==> config.mk <==
export PLATFORM = sky130hd
export DESIGN_NAME = debounce_latch_driver
export DESIGN_NICKNAME = d
export VERILOG_FILES = /design/src/rtl/debounce_latch_driver.sv
export SDC_FILE = /design/constraint.sdc
export NUM_CORES = 1
export LEC_CHECK = 0
export ABC_AREA = 1
export CELL_PAD_IN_SITES_DETAIL_PLACEMENT = 2
export CELL_PAD_IN_SITES_GLOBAL_PLACEMENT = 2
export CORE_UTILIZATION = 33
export CTS_CLUSTER_DIAMETER = 40
export CTS_CLUSTER_SIZE = 20
export DETAILED_ROUTE_END_ITERATION = 10
export GPL_TIMING_DRIVEN = 0
export PLACE_DENSITY = 0.73
export SETUP_SLACK_MARGIN = 0.2
export SLEW_MARGIN = 40
export SYNTH_ARGS = -nofsm -noshare
export SYNTH_HDL_FRONTEND = slang
export SYNTH_SLANG_ARGS = --single-unit
==> constraint.sdc <==
create_clock -name clk -period 1.6 [get_ports clk]
set_input_delay 0.24 -clock clk [delete_from_list [all_inputs] [get_ports clk]]
set_output_delay 0.24 -clock clk [all_outputs]
set_load 0.01 [all_outputs]
==> src/rtl/debounce_latch_driver.sv <==
// Debounces a bouncy level and drives a transparent D latch. The data is
// presented one cycle ahead of a fixed-width enable strobe and held until after it.
module debounce_latch_driver #(
    parameter int unsigned STABLE_CNT = 4,
    parameter int unsigned EN_WIDTH   = 2
) (
    input  logic clk,
    input  logic rst_n,
    input  logic D_raw,
    output logic D,
    output logic En,
    output logic Busy
);

    localparam int unsigned MAX_CNT = (STABLE_CNT > EN_WIDTH) ? STABLE_CNT : EN_WIDTH;
    localparam int unsigned CNT_W   = $clog2(MAX_CNT + 1);
    localparam logic [CNT_W-1:0] STABLE_V = CNT_W'(STABLE_CNT);
    localparam logic [CNT_W-1:0] EN_V     = CNT_W'(EN_WIDTH);
    localparam logic [CNT_W-1:0] ONE_V    = CNT_W'(1);

    typedef enum logic [1:0] {
        IDLE  = 2'd0,
        COUNT = 2'd1,
        SETUP = 2'd2,
        PULSE = 2'd3
    } state_t;

    state_t           state_q, state_d;
    logic [CNT_W-1:0] cnt_q, cnt_d;
    logic             sync1_q, sync2_q;
    logic             cand_q, cand_d;
    logic             d_q, d_d;
    logic             en_q, en_d;

    // The raw input is only ever seen through the two-flop synchronizer.
    always_ff @(posedge clk or negedge rst_n) begin
        if (!rst_n) begin
            sync1_q <= 1'b0;
            sync2_q <= 1'b0;
        end else begin
            sync1_q <= D_raw;
            sync2_q <= sync1_q;
        end
    end

    always_ff @(posedge clk or negedge rst_n) begin
        if (!rst_n) begin
            state_q <= IDLE;
            cnt_q   <= '0;
            cand_q  <= 1'b0;
            d_q     <= 1'b0;
            en_q    <= 1'b0;
        end else begin
            state_q <= state_d;
            cnt_q   <= cnt_d;
            cand_q  <= cand_d;
            d_q     <= d_d;
            en_q    <= en_d;
        end
    end

    always_comb begin
        state_d = state_q;
        cnt_d   = cnt_q;
        cand_d  = cand_q;
        d_d     = d_q;
        en_d    = en_q;
        case (state_q)
            IDLE: begin
                if (sync2_q != d_q) begin
                    cand_d  = sync2_q;
                    cnt_d   = ONE_V;
                    state_d = COUNT;
                end else begin
                    cnt_d = '0;
                end
            end
            COUNT: begin
                // Any disagreement with the candidate means it was a bounce.
                if (sync2_q != cand_q) begin
                    cnt_d   = '0;
                    state_d = IDLE;
                end else if (cnt_q == STABLE_V) begin
                    d_d     = cand_q;
                    cnt_d   = '0;
                    state_d = SETUP;
                end else begin
                    cnt_d = cnt_q + ONE_V;
                end
            end
            SETUP: begin
                en_d    = 1'b1;
                cnt_d   = ONE_V;
                state_d = PULSE;
            end
            PULSE: begin
                if (cnt_q == EN_V) begin
                    en_d    = 1'b0;
                    cnt_d   = '0;
                    state_d = IDLE;
                end else begin
                    cnt_d = cnt_q + ONE_V;
                end
            end
            default: begin
                cnt_d   = '0;
                en_d    = 1'b0;
                state_d = IDLE;
            end
        endcase
    end

    assign D    = d_q;
    assign En   = en_q;
    assign Busy = (state_q != IDLE);

endmodule
Word-level counts from Yosys, hierarchy flattened
Index checks and enable logic that the tools add are counted.
{ "totals": {"word_cells": 38, "mem_count": 0, "rom_bits": 0, "output_inout_bits": 3, "ramBits": 0, "register_bits": 10, "latch_bits": 0, "input_bits": 3} }
{ "op_classes": {"div": 0, "n_lt_le_gt_ge": 0, "bitwise": 1, "n_addsub": 1, "eq_ne": 10, "multipliers": 0, "muxes": 12, "reduce_logical": 7, "shifts": 0} }
{ "ops": {"columns": ["cell", "n"], "rows": [
  ["$pmux W3 S4", 1],
  ["$mux W3", 3],
  ["$mux W2", 4],
  ["$pmux W2 S4", 1],
  ["$reduce_and A3 Y1", 2],
  ["$eq A2 B2 Y1 const B", 2],
  ["$ne A2 B2 Y1 const B", 2],
  ["$reduce_and A2 Y1", 2],
  ["$reduce_bool A2 Y1", 2],
  ["$add A3 B1 Y3 const B", 1],
  ["$eq A3 B2 Y1 const B", 1],
  ["$eq A3 B3 Y1 const B", 1],
  ["$ne A3 B3 Y1 const B", 1],
  ["$eq A2 B1 Y1 const B", 1],
  ["$logic_not A2 Y1", 1],
  ["$mux W1", 2],
  ["$ne A1 B1 Y1", 2],
  ["$pmux W1 S2", 1],
  ["$not A1 Y1", 1]
]} }

Logic depth before layout (Yosys ltp)
Gate-level depths: netlist of run 1.
{ "logic_depth": {"depth_word": 4, "ltp_mapped": 7, "depth_no_buf": 7} }

Least setup slack after synthesis of run 1
Ideal clock, no wire load.
{ "synth_timing": {"kind": "register to register", "from": "register cnt_q[0]", "to": "register (tool-made name)", "required_time_ps": 1479, "setup_ps": 121, "arrival_time_ps": 961, "path_stages_with_launch": 8, "n_path_buf": 0, "setup_slack_ps": 518, "period_less_slack_ps": 1082, "path_cell_list": "dfrtp_1 > inv_1 > ha_1 > nand2_1 > nand4_2 > nand2_2 > o21bai_1 > nand2_1"} }
{ "synth_rtl": {"columns": ["item", "line_no", "source"], "rows": [
  ["start: declaration", "29", "logic [CNT_W-1:0] cnt_q, cnt_d;"],
  ["start signal: assignment", "55", "cnt_q <= cnt_d;"]
]} }

==> metrics.md, run 1 <==
| Metric | Value |
|---|---|
| Full die area | `~1600 um2` |
| Clk_lat worst skew | `0.26 ns` |
| Global placement routability congestion | `just over 0.7` |
| Crit Path Category | `reg -> out` |
| Most frequent cells in the layout | `9 x dfrtp_1, 9 x nand2_1, 7 x inv_1` |
| Util after Layout | `between 40% and 50%` |
| Post-route DRC | `0` |
| Diode count | `0` |
| Yosys reg bits | `10` |
| Power Dens Cells | `1601 nW/um2` |
| Sum Neg Setup Slack | `0 ns` |
| Via density | `roughly 4.9` |
| Min cycle time layout | `1.329 ns` |
| Synthesized Nets | `56` |
| Layout fillers | `150` |
| Post-Route WL | `1056 um` |
| Static Leak | `about 0.32 nW` |
| Synth unique cells | `16` |
| Slew at the pin closest to its max-slew limit | `~0.44 ns` |
| TritonCTS sink count | `10` |
| Worst setup EP type | `output port` |
| Vias in the first global route | `roughly 420` |
| Hold WC Path Type | `in -> async` |
| Die H | `roughly 40 um` |
| CTS tree | `done` |
| Final Hold Fails | `0` |
| Die X | `40.31 um` |
| Arr. time, crit path | `about 1.1 ns` |
| Clock skew | `0.003627 ns` |
| Cts bufs inserted | `3` |
| Clock tree buffer depth | `2` |
| Outcome | `completed` |
| Initial antenna violation count | `0` |
| Fmax | `about 750 MHz` |
| Slew Viols, Final | `0` |
| Unrepaired setup endpoints after global routing | `no` |
| Yosys warning count | `0` |
| Core box area | `roughly 1300 um2` |
| Final #Nets | `69` |
| # hold bufs at CTS | `0` |
| Congestion Overflow GR | `0` |
| CP required | `between 1 and 1.5 ns` |
| Crit path max fanout | `4` |
| Layout cells sized above 1 | `29.51%` |
| Clock-pin slew on the worst setup and hold paths | `~0.060 ns` |
| Mapped Cells | `50` |
| Max IR drop VDD | `around 0.00072 V` |
| Root Buffer | `clkbuf_4` |
| First-pass GRT wire length | `about 1800 um` |
| GRT Total Usage | `about 18%` |
| Ports | `6` |
| Crit start category | `register` |
| Routed vias | `374` |
| Mapped cell area | `between 400 and 500 um2` |
| PortBufs | `5` |
| # rows | `13` |
| Pwr Total | `about 0.00096 W` |
| Synth-to-Final Area Change | `23.77%` |
| Final HPWL DP | `around 840 um` |
| DRT Pass-1 Iters | `1` |
| Sequential area share after synthesis | `between 50% and 60%` |
| Detailed router's first-iteration violation count | `0` |
| Initial Utilization | `36.30%` |
| Largest net degree at the start of global routing | `11` |
| H-tree Lvls | `1` |
| Routed wire length per instance | `13.89 um` |
| Synthesized area per cell | `about 9.7 um2` |
| Rel. slew slack | `70.64%` |
| Max-cap violations | `0` |
| Final ANT Viol Nets | `0` |
| Final setup violation count | `0` |
| Post-route clock period utilization | `roughly 83%` |
where the power goes:
group          switching (W)  internal [W]  leakage, nW  total, W
combinational       0.000247      0.000173        0.177  0.000420
sequential         0.0000468      0.000323        0.127  0.000370
clock              0.0000827     0.0000868       0.0138  0.000169
total               0.000376      0.000583        0.318  0.000959
state kept, by name, summed over array words and instances (netlist names), named ones only:
name / flops
state_q: 1
cand_q: 1
D: 1
cnt_q: 3
sync2_q: 1
En: 1
sync1_q: 1
logic make-up after synthesis:
kind of cell             synth area share [%]
adder cells (fa/ha/maj)                 7.753
AND/OR/NAND/NOR                         21.71
XOR/XNOR                                3.618
buffers and inverters                   7.753
AO/OA/AOI/OAI                           7.495
flip-flops                              51.68
timing repair:
item / CTS / global route
resized for setup: 3 / 1
setup endpoints to repair: 2 / 1
buffers inserted: 3 / 0
hold endpoints to repair: 0 / 0
worst paths after layout:
kind / from / endpoint / slack [ns] / depth (start not counted)
max: register / Busy / 0.27 / 3
min: rst_n / cnt_q[2] / 0.28 / 1
max reg2reg: cnt_q[0] / register / 0.33 / 7
min reg2reg: sync1_q / sync2_q / 0.35 / 0
max in group asynchronous: rst_n / async pin / 0.98 / 1
min in group clk: sync1_q / sync2_q / 0.35 / 0
area by class of cell:
class	count	area, um2	area share, %
sequential	10	251.5	41.96
multi-input combinational	30	196.4	32.78
timing repair buffer	8	72.57	12.11
inverter	10	37.54	6.263
clock buffer	3	22.52	3.758
tap	15	18.77	3.132
cell usage after synthesis, drive strengths merged:
master / instances / area share, %
o21ai: 4 / 4.1
o21bai: 1 / 1.6
nand3: 2 / 2.1
a21oi: 1 / 1.8
dfrtp: 10 / 52
nor2: 4 / 6.2
nand4: 2 / 3.9
inv: 10 / 7.8
ha: 3 / 7.8
nand2: 11 / 9.6
xnor2: 2 / 3.6
metal layers:
layer	GRT usage [%]	wire length, um	vias up
li1	-	-	178
met1	18.53	410	183
met2	31.85	581	8
met3	5.000	43	5
met4	10.00	21	0
met5	0	0	-
stage by stage:
step / hold slack, ns / instance area [um2] / instances / worst slack [ns]
after global routing: 0.3150 / 599.3 / 76 / 0.2126
after CTS: 0.3007 / 596.8 / 76 / 0.2201
after global placement: 0.3325 / 553.0 / 70 / 0.2491
after floorplan: -0.05559 / 484.2 / 50 / 0.5178
final: 0.2837 / 599.3 / 76 / 0.2715
after detailed placement: 0.3418 / 553.0 / 70 / 0.2074
critical path, cell delays in order (launching register included):
cell           delay [ns]
dfrtp_2              0.41
inv_2                0.08
nand2_2              0.06
dlygate4sd2_1        0.28
No activity file was read; power rests on OpenSTA's default activity.
==> run 2, diff against run 1 <==
CORE_UTILIZATION = 31   (was 33)
PLACE_DENSITY = 0.69   (was 0.73)
clock period = 1.3 ns   (was 1.6 ns; I/O delays follow)
==> run 2 against run 1 <==
Net effect: final cell count up 11%; via count increased by 10%; register-to-register slack lost 0.23 ns; clock skew increased by 0.0016 ns; largest cell class is now multi-input gates; highest routed layer unchanged.
==> metrics.md, run 2 (same netlist as run 1, synthesis figures left out) <==
| Metric | Value |
|---|---|
| Outcome | `completed` |
| GRT Total Usage | `approximately 18%` |
| Min cycle time layout | `around 1.2 ns` |
| Layout cells sized above 1 | `a little over half` |
| First-pass GRT wire length | `2256 um` |
| H-tree Lvls | `1` |
| Cell Int Power | `0.0008920 W` |
| Static Leak | `0.3489 nW` |
| Global placement routability congestion | `0.6901` |
| Power Dens Cells | `between 2000 and 2500 nW/um2` |
| Crit-path max cell delay | `about 0.40 ns` |
| CP required | `between 1 and 1.5 ns` |
| Die X | `between 40 and 50 um` |
| Initial Utilization | `about a third` |
| Clock tree buffer depth | `2` |
| Vias in the first global route | `approximately 460` |
| Clock skew | `around 0.0052 ns` |
| Worst setup EP type | `register` |
| Clk_lat worst skew | `about 0.27 ns` |
| Final worst slack | `roughly 0.1 ns` |
| Crit path cell chain | `inv_2 > ha_4 > nand2_2 > nand4_2 > nand2_4 > o21bai_1 > nand2_1` |
| Synth-to-Final Area Change | `50.65%` |
| Root Buffer | `clkbuf_4` |
| Post-Route WL | `~1400 um` |
| Routed wire length per instance | `approximately 17 um` |
| Routed vias | `412` |
| Crit path depth | `7` |
| Die H | `a little over 40 um` |
| Largest net degree at the start of global routing | `11` |
| Rel. slew slack | `approximately 70%` |
| Combinational share of power | `55.3%` |
| Layout fillers | `142` |
| Final Hold Fails | `0` |
| Most frequent cells in the layout | `9 x dfrtp_1, 8 x buf_4, 6 x nand2_1, 5 x inv_1` |
| Crit path max-delay cell type | `dfrtp_1` |
| Final HPWL DP | `approximately 850 um` |
| Final setup violation count | `0` |
| Slew at the pin closest to its max-slew limit | `around 0.48 ns` |
| CTS tree | `done` |
| Post-route clock period utilization | `just over 90%` |
| Worst reg-to-reg setup slack | `between 0.1 and 0.15 ns` |
| Fmax | `between 800 and 900 MHz` |
| Most common cell after layout, fill and taps aside | `dfrtp_1` |
| Sequential fraction of design power | `31.0%` |
| Full die area | `1724 um2` |
| Sum Neg Setup Slack | `0 ns` |
| # rows | `13` |
| Crit path max fanout | `3` |
| Initial antenna violation count | `0` |
| Max IR drop VDD | `roughly 0.00093 V` |
| TritonCTS sink count | `10` |
| RR Startpoint | `cnt_q[0]` |
| Final Cell Area | `approximately 730 um2` |
| Detailed router's first-iteration violation count | `0` |
| Slew Viols, Final | `0` |
| PortBufs | `5` |
| Place WS | `-0.06318 ns` |
| Clock Power Share | `13.7%` |
| Hold slack | `about 0.25 ns` |
| Max reg flops | `3` |
| Pwr Total | `~0.0015 W` |
| Register with the most flip-flops | `cnt_q` |
| Clock-pin slew on the worst setup and hold paths | `0.06 ns` |
| Cts bufs inserted | `3` |
| Number of buffers and inverters on the critical path | `1` |
| Cell family with most CP delay | `flip-flops` |
| Max-cap violations | `0` |
| Cell Area, Placed | `553.0 um2` |
| Ports | `6` |
| # hold bufs at CTS | `0` |
| Hold WC Path Type | `in -> async` |
| Net Sw Frac | `41.96%` |
| Congestion Overflow GR | `0` |
| Core box area | `1383 um2` |
| Final ANT Viol Nets | `0` |
| Sw Pwr | `0.0006450 W` |
| Final #Nets | `77` |
| Crit Path Category | `reg -> reg` |
| Worst reg2reg path depth | `7` |
| Crit start category | `register` |
| Post-route DRC | `0` |
| DRT Pass-1 Iters | `1` |
| Diode count | `0` |
| Via density | `approximately 4.9` |
| Unrepaired setup endpoints after global routing | `yes` |
| Arr. time, crit path | `1.36 ns` |
-- run 2: what timing repair did --
item | 4_1_cts | 5_1_grt
pin swaps | 5 | 3
buffers inserted | 6 | 5
endpoints found under the setup margin | 9 | 10
gates resized for setup | 22 | 11
-- run 2: layout make-up --
cell class / instances / area [um2] / area share, %
clock buffers: 3 / 22.52 / 3.087
inverters: 10 / 40.04 / 5.489
multi-input cells: 30 / 261.5 / 35.85
flip-flops and latches: 10 / 251.5 / 34.48
well taps: 15 / 18.77 / 2.573
repair buffers: 16 / 135.1 / 18.52
-- run 2: per-layer routing --
layer | wire [um] | GRT usage [%] | vias up
met5 | 0 | 0 | -
met4 | 79 | 7.742 | 0
met3 | 57 | 5.652 | 8
met2 | 699 | 31.25 | 15
met1 | 577 | 20.11 | 195
li1 | - | - | 194
-- run 2: how the worst max path moves through the flow --
| stage | startpoint | end |
|---|---|---|
| detailed placement | register | Busy |
| global placement | register | Busy |
| finish | cnt_q[0] | register |
| CTS | cnt_q[0] | register |
| floorplan | cnt_q[0] | register |
| global route | cnt_q[0] | register |
-- run 2: worst reg2reg max path, cell delays in order (launching register included) --
cell      delay, ns
dfrtp_1        0.40
inv_2          0.12
ha_4           0.14
nand2_2        0.06
nand4_2        0.10
nand2_4        0.08
o21bai_1       0.13
nand2_1        0.06
-- run 2: power by group through the flow --
stage | Sequential (W) | Combinational, W | Clock, W
after CTS | 0.000469 | 0.000703 | 0.000209
after global routing | 0.000489 | 0.000911 | 0.000229
final | 0.000477 | 0.000850 | 0.000210
after floorplan | 0.000466 | 0.000310 | 0
after global placement | 0.000467 | 0.000448 | 0
after detailed placement | 0.000479 | 0.000496 | 0
-- run 2: stage by stage --
| stage | std cells | utilization [%] |
|---|---|---|
| CTS | 79 | 48.05 |
| global placement | 70 | 40.00 |
| global route | 84 | 52.76 |
| finish | 84 | 52.76 |
| detailed placement | 70 | 40.00 |
| floorplan | 50 | - |
